## config.mk

```make
export PLATFORM = sky130hd
export DESIGN_NAME = store_lane_buffer
export DESIGN_NICKNAME = d
export VERILOG_FILES = /design/src/rtl/store_lane_buffer.sv
export SDC_FILE = /design/constraint.sdc
export NUM_CORES = 1
export LEC_CHECK = 0
export ABC_AREA = 0
export CORE_ASPECT_RATIO = 0.75
export CORE_MARGIN = 1
export CORE_UTILIZATION = 41
export DETAILED_ROUTE_END_ITERATION = 12
export GPL_TIMING_DRIVEN = 0
export MAX_ROUTING_LAYER = met4
export PLACE_DENSITY = 0.72
export RECOVER_POWER = 50
export SLEW_MARGIN = 20
export SYNTH_ARGS = -nofsm -noshare
export SYNTH_HDL_FRONTEND = slang
export SYNTH_SLANG_ARGS = --single-unit
```

## constraint.sdc

```tcl
create_clock -name clk -period 4 [get_ports clk]
set_input_delay 0.8 -clock clk [delete_from_list [all_inputs] [get_ports clk]]
set_output_delay 0.8 -clock clk [all_outputs]
set_load 0.01 [all_outputs]
```

## src/rtl/store_lane_buffer.sv

```systemverilog
// rtl/store_lane_buffer.sv - store narrowing, byte-lane placement and write FIFO ahead of data memory
module store_lane_buffer #(
    parameter int DEPTH = 2
) (
    input  logic                     clk,
    input  logic                     rst_n,
    input  logic                     req_valid,
    output logic                     req_ready,
    input  logic [31:0]              req_addr,
    input  logic [31:0]              req_data,
    input  logic [1:0]               req_size,
    output logic                     mem_valid,
    input  logic                     mem_ready,
    output logic [31:0]              mem_addr,
    output logic [31:0]              mem_wdata,
    output logic [3:0]               mem_be,
    output logic                     misalign,
    output logic [$clog2(DEPTH):0]   count
);
    localparam int PTR_W = $clog2(DEPTH);
    localparam int CNT_W = PTR_W + 1;

    logic [29:0]      addr_q [DEPTH];
    logic [31:0]      data_q [DEPTH];
    logic [3:0]       be_q   [DEPTH];
    logic [PTR_W-1:0] rd_ptr;
    logic [PTR_W-1:0] wr_ptr;

    logic             legal;
    logic [31:0]      wdata_new;
    logic [3:0]       be_new;
    logic             accept;
    logic             push;
    logic             pop;

    // Ready is a pure function of occupancy so no path exists from mem_ready.
    assign req_ready = (count != CNT_W'(DEPTH));
    assign mem_valid = (count != '0);
    assign accept    = req_valid && req_ready;
    assign push      = accept && legal;
    assign pop       = mem_valid && mem_ready;

    always_comb begin
        legal     = 1'b0;
        wdata_new = '0;
        be_new    = '0;
        case (req_size)
            2'b00: begin
                legal     = 1'b1;
                wdata_new = {4{req_data[7:0]}};
                be_new    = 4'b0001 << req_addr[1:0];
            end
            2'b01: begin
                legal     = ~req_addr[0];
                wdata_new = {2{req_data[15:0]}};
                be_new    = req_addr[1] ? 4'b1100 : 4'b0011;
            end
            2'b10: begin
                legal     = (req_addr[1:0] == 2'b00);
                wdata_new = req_data;
                be_new    = 4'b1111;
            end
            default: begin
                legal     = 1'b0;
                wdata_new = '0;
                be_new    = '0;
            end
        endcase
    end

    always_ff @(posedge clk) begin
        if (push) begin
            addr_q[wr_ptr] <= req_addr[31:2];
            data_q[wr_ptr] <= wdata_new;
            be_q[wr_ptr]   <= be_new;
        end
    end

    always_ff @(posedge clk or negedge rst_n) begin
        if (!rst_n) begin
            rd_ptr   <= '0;
            wr_ptr   <= '0;
            count    <= '0;
            misalign <= 1'b0;
        end else begin
            misalign <= accept && !legal;
            if (push) begin
                wr_ptr <= wr_ptr + PTR_W'(1);
            end
            if (pop) begin
                rd_ptr <= rd_ptr + PTR_W'(1);
            end
            if (push && !pop) begin
                count <= count + CNT_W'(1);
            end else if (pop && !push) begin
                count <= count - CNT_W'(1);
            end
        end
    end

    // Stale array contents must never leak onto the bus while empty.
    assign mem_addr  = mem_valid ? {addr_q[rd_ptr], 2'b00} : '0;
    assign mem_wdata = mem_valid ? data_q[rd_ptr] : '0;
    assign mem_be    = mem_valid ? be_q[rd_ptr] : '0;
endmodule
```

==> impl_metrics.toml, run 1 <==
[sta]
grt_setup_unrepaired = "false"
fin_worst_hold_slack_ns = 0.5191
setup_total_negative_slack_ns = 0
worstMarginPinSlew_ns = 1.485
max_freq_mhz = 313.9
hold_violations = 0
finalMaxSlewViolations = 0
final_period_minus_worst_setup_slack_ns = 3.186
worst_clock_skew_ns = 0.009357
final-setup-viol-count = 0
slew_headroom_pct = 0.6164
min_period_over_period_pct = 79.65

[floorplan]
core.rowCount = 37
die_y_um = 105.1
floorplan.initialDensity_pct = 42.24
design.die.area_um2 = 14650
io_pins = 143
placeableCoreArea_um2 = 13750
die_w_um = 139.4

[layout]
layout.nets = 627
areaGrowthSynthToFinish_pct = 40.39
mostFrequentLayoutCells = "edfxtp_1, clkdlybuf4s50_1, nor2_1, mux2i_1, dlygate4sd3_1"
layout_commonest_cell = "edfxtp_1"
layout-drive-gt1-share_pct = 9.859
final_non_filler_cell_area_um2 = 8154
num-fill-cells = 1075
antenna-diode-count = 0

[critical_path]
cp_data_arrival_time_ns = 3.29
r2r-end = "data_q[1][4]"
rr_worst_depth = 4
worst-r2r-setup-slack_ns = 1.46
criticalPathCategory = "primary input to flip-flop"
worst_setup_path_start_kind = "primary input"
cp_data_required_time_ns = 4.10
path_max_fanout = 20
worstReg2RegStart = "count[0]"
crit_path_end_kind = "flip-flop"

[yosys]
main_combinational_cell_family_by_area_after_synthesis = "multiplexers"
syn_area_um2 = 5808
synth.yosys.seq_area_share_pct = 70.40
synthAdderAreaFrac_pct = 0.2154
synth-xor-area-share_pct = 0.7540
synth_simple_gate_area_share_pct = 6.441
ys_warn_count = 0
synthesis.area_per_instance_um2 = 14.85
ys_ff_latch = 137
synthesis.instances = 391
yosys-mux-area-fraction_pct = 13.10
synth_compound_gate_area_share_pct = 4.265
synth.lib_cells_used.distinct = 28

[cts]
clk_path_buf_depth = 2
cts_buffers = 17
path_clk_slew_ns = 0.05
cts_tree = "built"
h-tree-depth = 4
holdBufCountCts = 0
clock_tree.root_cell = "clkbuf_16"
insertion_delay_ns = 0.40
post_cts.repair.setup_buffers = 0
cts.sink_count = 137
post_cts_resized = 0

[drt]
post_drt_wl_per_cell_um = 16.95
vias = 3625
antenna_violating_nets_post_route = 0
drc = 0
drtPass1Iterations = 4
vias_per_cell = 4.879
dr.first_iter.drc_count = 210
finalWirelength_um = 12600

[hold_path]
min-delay-path-class = "flip-flop to flip-flop"
hold_path_end = "wr_ptr"
holdCritStartpoint = "wr_ptr"
hold_path_depth = 1

[global_routing]
grt_antenna_before_repair = 0
globalRouteTotalUtil_pct = 18.84
met2_track_demand_over_resource_in_global_routing_pct = 29.40
grt-ovfl-total = 0
grt_pass1_vias = 3672
grt_pass1_wl_um = 19710
grtUsageMet1_pct = 24.40
use_met3_pct = 4.354
largest_net_degree_at_the_start_of_global_routing = 22
grt_max_usage_layer = "met2"

[power]
p_clk_share_pct = 27.4
power_spent_charging_and_discharging_nets_mw = 1.646
power.internal_mw = 3.929
irDropWorstVdd_mv = 0.4017
cellPowerDensity_nw_per_um2 = 683.7
switching_share_pct = 29.53
combPwrFrac_pct = 39.6
p_seq_share_pct = 33.0
power.leakage_nw = 3.206

[flow_run]
drv_cap = 1

[place]
post_dp_cell_area_um2 = 7602
place.gp.congestion = 0.8284
buffer_ports.inserted = 139
place.detailed.hpwl_um = 9191

[outcome]
status = "finished, violations left"
failing_checks = "capacitance limit"
==> flip-flops by register name, summed over array words and instances, names as in the netlist <==
signal	flops
rd_ptr	1
be_q	8
data_q	64
count	2
misalign	1
wr_ptr	1
addr_q	60
==> layer usage <==
metal | wire length (um) | vias up | part of all wire (%)
met1 | 5848 | 1769 | 46
met2 | 6040 | 99 | 48
met5 | 0 | - | 0
met4 | 124 | 0 | 0.98
met3 | 582 | 13 | 4.6
li1 | - | 1744 | -
==> metrics by stage <==
step           utilization, %  setup slack, ns  total power, mW  instances
4_1_cts                 59.54            1.006            5.673        743
3_3_place_gp            53.98           -2.647            4.054        706
3_5_place_dp            55.29            1.150            4.134        712
5_1_grt                 59.30           0.6719            5.850        743
6_report                59.30           0.8140            5.575        743
2_1_floorplan               -          -0.5308            3.002        392
==> how the worst max path moves through the flow <==
stage,depth (start not counted),slack (ns),endpoint,start
after floorplan,4,-0.53,addr_q[0][0],req_size[0]
after global placement,4,-2.65,addr_q[0][15],req_addr[0]
after detailed placement,5,1.15,addr_q[1][21],req_addr[0]
after CTS,5,1.01,mem_wdata[28],count[0]
after global routing,5,0.67,addr_q[1][23],req_addr[0]
final,5,0.81,data_q[1][4],req_addr[0]
==> final cells by class <==
cell class | count | area, um^2 | share of cell area (%)
flip-flops and latches | 137 | 4089 | 50.15
repair buffers | 145 | 1556 | 19.09
multi-input cells | 217 | 1441 | 17.68
clock buffers | 19 | 432.9 | 5.309
plain buffers | 26 | 219.0 | 2.685
well taps | 175 | 219.0 | 2.685
clock inverters | 12 | 151.4 | 1.857
inverters | 12 | 45.04 | 0.5524
==> worst max-delay path, cell delays in order <==
cell	delay, ns
dlygate4sd3_1	0.61
a21oi_1	0.26
o211ai_1	0.20
nor2_1	1.15
buf_16	0.26
==> kinds of logic (layout without fill, tap and decap cells) <==
logic type,after synthesis,after routing
flops,137,137
simple gates,93,93
buf+inv,38,214
other cells,1,2
fa+ha+maj,1,1
mux,76,76
compound gates,40,40
xor+xnor,5,5
==> cell usage after synthesis <==
cell type,n,share of area [%]
a21o_1,16,2.1
a21oi_1,13,1.1
buf_1,2,0.13
buf_12,3,1.0
buf_2,5,0.43
buf_4,10,1.3
buf_6,4,0.78
buf_8,1,0.26
clkbuf_1,1,0.065
conb_1,1,0.065
dfrtp_1,5,2.2
edfxtp_1,132,68
ha_1,1,0.22
inv_1,12,0.78
mux2i_1,76,13
nand2_1,10,0.65
nand2b_1,1,0.11
nor2_1,77,5.0
nor2_2,1,0.11
nor2b_1,1,0.11
nor3_1,1,0.086
nor3_4,1,0.28
o211ai_2,1,0.22
o21ai_0,2,0.17
o21ai_1,8,0.69
or2b_1,1,0.13
xnor2_1,3,0.45
xor2_1,2,0.30
==> power groups by stage <==
stage | clock [mW] | sequential [mW] | combinational (mW)
floorplan | 0 | 1.88 | 1.12
global placement | 0 | 1.89 | 2.16
detailed placement | 0 | 1.87 | 2.26
CTS | 1.56 | 1.85 | 2.27
global route | 1.62 | 1.86 | 2.37
finish | 1.53 | 1.84 | 2.21
Power figures use the tool's default switching activity.
==> run 2, diff against run 1 <==
--- a/config.mk
+++ b/config.mk
@@ -12,7 +12,7 @@
 export DETAILED_ROUTE_END_ITERATION = 12
 export GPL_TIMING_DRIVEN = 0
 export MAX_ROUTING_LAYER = met4
-export PLACE_DENSITY = 0.72
+export PLACE_DENSITY = 0.69
 export RECOVER_POWER = 50
 export SLEW_MARGIN = 20
 export SYNTH_ARGS = -nofsm -noshare
==> constraint.sdc (replaced) <==
create_clock -name clk -period 3 [get_ports clk]
set_input_delay 0.6 -clock clk [delete_from_list [all_inputs] [get_ports clk]]
set_output_delay 0.6 -clock clk [all_outputs]
set_load 0.01 [all_outputs]
==> impl_metrics.toml, run 2 (synthesized netlist as in run 1, its figures left out) <==
[outcome]
status = "completed"

[cts]
clock_tree.root_cell = "clkbuf_16"
h-tree-depth = 4
cts_tree = "built"
holdBufCountCts = 0
post_cts.repair.setup_buffers = 0
clk_path_buf_depth = 2
cts_buffers = 17
path_clk_slew_ns = 0.06
post_cts_resized = 0
cts.sink_count = 137
insertion_delay_ns = 0.42

[sta]
worst_clock_skew_ns = 0.008660
worstMarginPinSlew_ns = 0.9416
setup_total_negative_slack_ns = 0
final_critical_path_setup_slack_ns = 0.2214
finalMaxSlewViolations = 0
final_period_minus_worst_setup_slack_ns = 2.779
hold_violations = 0
fin_worst_hold_slack_ns = 0.4740
final-setup-viol-count = 0
grt_setup_unrepaired = "false"
max_freq_mhz = 359.9
min_period_over_period_pct = 92.62
slew_headroom_pct = 37.16

[critical_path]
cp_data_required_time_ns = 2.40
worst_setup_path_start_kind = "flip-flop"
crit_path_start = "count[0]"
worst_path_largest_cell_delay_ns = 0.50
path_buf_inv = 3
cp_data_arrival_time_ns = 2.18
critical_path.slowest_cell = "clkdlybuf4s50_1"
crit_path_end_kind = "output port"
dominant_delay_contributor_by_cell_family_on_the_critical_path = "buffers and inverters"
rr_worst_depth = 4
r2r-end = "data_q[1][11]"
worstReg2RegStart = "count[0]"
worst-r2r-setup-slack_ns = 0.77
criticalPathCategory = "flip-flop to output port"
critical_path.cell_chain = "nor2_2 > buf_4 > buf_2 > nor2_1 > clkdlybuf4s50_1"
path_max_fanout = 10

[drt]
finalWirelength_um = 13350
drc = 0
antenna_violating_nets_post_route = 0
routed-wl-met2_um = 6388
routed-wl-met3_um = 633
maxUsedRoutingLayer = "met4"
vias_per_cell = 4.940
m1WireLength_um = 6015
dr.first_iter.drc_count = 274
drtPass1Iterations = 5
vias = 3680
post_drt_wl_per_cell_um = 17.91

[layout]
largest_register_ff_count = 64
finish.cell_count_without_fillers = 745
registers.top_by_ff_count = "data_q"
mostFrequentLayoutCells = "edfxtp_1, clkdlybuf4s50_1, mux2i_1, nor2_1, dlygate4sd3_1"
layout.nets = 627
areaGrowthSynthToFinish_pct = 40.39
layout_commonest_cell = "edfxtp_1"
largest_registers = "data_q: 64 flops, addr_q: 60 flops, be_q: 8 flops"
layout-drive-gt1-share_pct = 10.72

[power]
power.leakage_nw = 3.190
irDropWorstVdd_mv = 0.4392
cellPowerDensity_nw_per_um2 = 913.4

[hold_path]
min-delay-path-class = "primary input to asynchronous set/reset pin"

[floorplan]
placeableCoreArea_um2 = 13750
core.rowCount = 37
io_pins = 143
design.die.area_um2 = 14650
die_y_um = 105.1
floorplan.initialDensity_pct = 42.24
die_w_um = 139.4

[place]
place_ws_ns = 0.3491
place.gp.congestion = 0.7959
placedCellCount = 712
place.detailed.hpwl_um = 9413
buffer_ports.inserted = 139

[global_routing]
grt-ovfl-total = 0
grt_pass1_vias = 3802
largest_net_degree_at_the_start_of_global_routing = 23
grt_pass1_wl_um = 20650
globalRouteTotalUtil_pct = 19.84
grt_antenna_before_repair = 1

[flow_run]
drv_cap = 0
-- run 2: cell types whose count changed in the layout (fill, tap and decap cells not counted) --
cell and delta:
bufinv_16 -1, clkbuf_1 -2, clkdlybuf4s50_1 +1, clkinv_4 -2, clkinvlp_4 +4, diode_2 +1
dlygate4sd3_1 -1, inv_6 +2, nor2_1 -2, nor2_2 +2
-- run 2: worst max-delay path by stage --
stage	to	slack [ns]	cells after the start
2_1_floorplan	addr_q[0][0]	-0.24	4
3_3_place_gp	data_q[1][12]	-1.69	4
3_5_place_dp	data_q[1][13]	0.35	5
4_1_cts	mem_wdata[24]	0.19	5
5_1_grt	mem_be[0]	0.09	5
6_report	mem_wdata[24]	0.22	5
-- run 2: metrics by stage --
stage	util, %	total power, mW	instance area [um^2]
detailed placement	55.29	5.507	7602
finish	59.30	7.448	8154
global placement	54.02	5.392	7427
CTS	59.49	7.545	8179
global route	59.30	7.789	8154
floorplan	-	3.996	5817
-- run 2: final cells by class --
type | instances | area, um^2
Antenna cell | 1 | 2.502
Buffer | 26 | 219.0
Clock buffer | 17 | 425.4
Clock inverter | 15 | 151.4
Fill cell | 1076 | 5595
Inverter | 12 | 45.04
Multi-Input combinational cell | 217 | 1446
Sequential cell | 137 | 4089
Tap cell | 175 | 219.0
Timing Repair Buffer | 145 | 1556
-- run 2: metal layers --
metal / global-route usage (%) / vias up
li1: - / 1747
met1: 25.50 / 1795
met2: 30.37 / 115
met3: 4.354 / 23
met4: 8.651 / 0
met5: - / -
-- run 2: where the power goes --
part / total, mW / leakage [nW] / internal (mW) / switching [mW]
registers: 2.45 / 1.27 / 2.38 / 0.0730
logic: 2.96 / 1.65 / 1.56 / 1.41
clock network: 2.03 / 0.270 / 1.22 / 0.810
total: 7.45 / 3.19 / 5.16 / 2.29
==> run 3, diff against run 2 <==
--- a/config.mk
+++ b/config.mk
@@ -9,11 +9,13 @@
 export CORE_ASPECT_RATIO = 0.75
 export CORE_MARGIN = 1
 export CORE_UTILIZATION = 41
+export CTS_BUF_LIST = sky130_fd_sc_hd__clkbuf_4
 export DETAILED_ROUTE_END_ITERATION = 12
 export GPL_TIMING_DRIVEN = 0
 export MAX_ROUTING_LAYER = met4
 export PLACE_DENSITY = 0.69
 export RECOVER_POWER = 50
+export SKIP_LAST_GASP = 1
 export SLEW_MARGIN = 20
 export SYNTH_ARGS = -nofsm -noshare
 export SYNTH_HDL_FRONTEND = slang
==> impl_metrics.toml, run 3 (synthesized netlist as in run 1, its figures left out) <==
[outcome]
status = "completed"

[layout]
layout-drive-gt1-share_pct = 10.54
mostFrequentLayoutCells = "edfxtp_1, clkdlybuf4s50_1, mux2i_1, nor2_1, dlygate4sd3_1"
layout_commonest_cell = "edfxtp_1"
registers.top_by_ff_count = "data_q"
largest_register_ff_count = 64
largest_registers = "data_q: 64 flops, addr_q: 60 flops, be_q: 8 flops"
layout.core_utilization_pct = 57.16
layout.nets = 627
areaGrowthSynthToFinish_pct = 35.31

[critical_path]
critical_path.cell_chain = "nor2_2 > buf_4 > buf_4 > nor2_1 > clkdlybuf4s50_1"
worst_path_largest_cell_delay_ns = 0.51
rr_worst_depth = 4
worstReg2RegStart = "count[0]"
crit_path_end_kind = "output port"
logic_depth_of_the_worst_setup_path_including_buffers = 5
path_max_fanout = 10
worst_setup_path_start_kind = "flip-flop"
r2r-end = "addr_q[0][0]"
worst-r2r-setup-slack_ns = 0.50
path_buf_inv = 3
cp_data_arrival_time_ns = 2.20
critical_path.slowest_cell = "clkdlybuf4s50_1"
dominant_delay_contributor_by_cell_family_on_the_critical_path = "buffers and inverters"
criticalPathCategory = "flip-flop to output port"
cp_data_required_time_ns = 2.40
critical-path-top-cell-by-count = "buf_4"

[drt]
vias_per_cell = 4.921
m1WireLength_um = 5744
maxUsedRoutingLayer = "met4"
finalWirelength_um = 12990
dr.first_iter.drc_count = 270
antenna_violating_nets_post_route = 0
drtPass1Iterations = 4
routed-wl-met2_um = 6246
vias = 3666
drc = 0
post_drt_wl_per_cell_um = 17.44
routed-wl-met3_um = 813

[sta]
final_period_minus_worst_setup_slack_ns = 2.798
worstMarginPinSlew_ns = 1.344
grt_setup_unrepaired = "false"
finalMaxSlewViolations = 0
final_critical_path_setup_slack_ns = 0.2016
final-setup-viol-count = 0
max_freq_mhz = 357.3
slew_headroom_pct = 10.07
worst_clock_skew_ns = 0.01653
hold_violations = 0
fin_worst_hold_slack_ns = 0.3606
min_period_over_period_pct = 93.28

[global_routing]
globalRouteTotalUtil_pct = 19.40
grt_antenna_before_repair = 1
grt-ovfl-total = 0
grt_pass1_vias = 3786
grt_pass1_wl_um = 20360
largest_net_degree_at_the_start_of_global_routing = 23

[floorplan]
floorplan.initialDensity_pct = 42.24
die_y_um = 105.1
core.rowCount = 37
die_w_um = 139.4
io_pins = 143
placeableCoreArea_um2 = 13750
design.die.area_um2 = 14650

[cts]
holdBufCountCts = 0
clk_path_buf_depth = 2
h-tree-depth = 4
post_cts.repair.setup_buffers = 0
clock_tree.root_cell = "clkbuf_4"
cts_buffers = 17
path_clk_slew_ns = 0.12
insertion_delay_ns = 0.51
cts.sink_count = 137
cts_tree = "built"

[power]
cellPowerDensity_nw_per_um2 = 838.6
power.leakage_nw = 3.057
irDropWorstVdd_mv = 0.4085

[place]
place_ws_ns = 0.3491
place.detailed.hpwl_um = 9413
place.gp.congestion = 0.7959
buffer_ports.inserted = 139

[hold_path]
min-delay-path-class = "primary input to asynchronous set/reset pin"

[flow_run]
drv_cap = 0
run 3: cell types whose count changed in the layout (fill, tap and decap cells not counted), sizes merged:
cell / previous run / this run
buf: 27 / 26
dlygate4sd3: 36 / 33
clkbuf: 22 / 23
clkdlybuf4s50: 103 / 106
run 3: through the flow:
step                std cells  setup TNS, ns  power (mW)  area [um^2]
global route              745              0       6.950         7859
global placement          706        -222.84       5.392         7427
CTS                       744              0       6.693         7881
floorplan                 392         -31.20       3.996         5817
finish                    745              0       6.591         7859
detailed placement        712              0       5.507         7602
run 3: worst max path at each step:
stage | from | end
after floorplan | req_size[0] | addr_q[0][0]
after CTS | count[0] | mem_wdata[24]
after global placement | req_addr[0] | data_q[1][12]
after detailed placement | req_addr[0] | data_q[1][13]
final | count[0] | mem_be[0]
after global routing | count[0] | mem_be[0]
run 3: metal layers:
metal,vias to the layer above,global-route usage [%]
met4,0,8.095
met1,1780,25.37
li1,1742,-
met2,134,29.40
met5,-,-
met3,10,4.216
run 3: final cells by class:
cell class / instances / area [um^2]
tap: 175 / 219.0
timing repair buffer: 145 / 1556
antenna: 1 / 2.502
inverter: 12 / 45.04
clock inverter: 15 / 151.4
sequential: 137 / 4089
clock buffer: 17 / 127.6
fill: 1112 / 5891
multi-input combinational: 217 / 1444
buffer: 26 / 224.0
run 3: where the power goes:
part           internal, mW  leakage [nW]  switching [mW]  total (mW)
sequential             2.37          1.27          0.0717        2.45
clock                 0.494         0.138           0.687        1.18
combinational          1.57          1.65            1.39        2.96
total                  4.44          3.06            2.15        6.59
run 3: timing repair:
action | in CTS | in global routing
gates resized for setup | 0 | 3
setup endpoints to repair | 0 | 14
endpoints found under the hold margin | 0 | 0
run 3: worst reg2reg max path: stages (launching register included):
cell      delay (ns)
dfrtp_1         0.46
nand2b_1        0.21
o211ai_1        0.22
nor2_1          1.06
buf_16          0.26
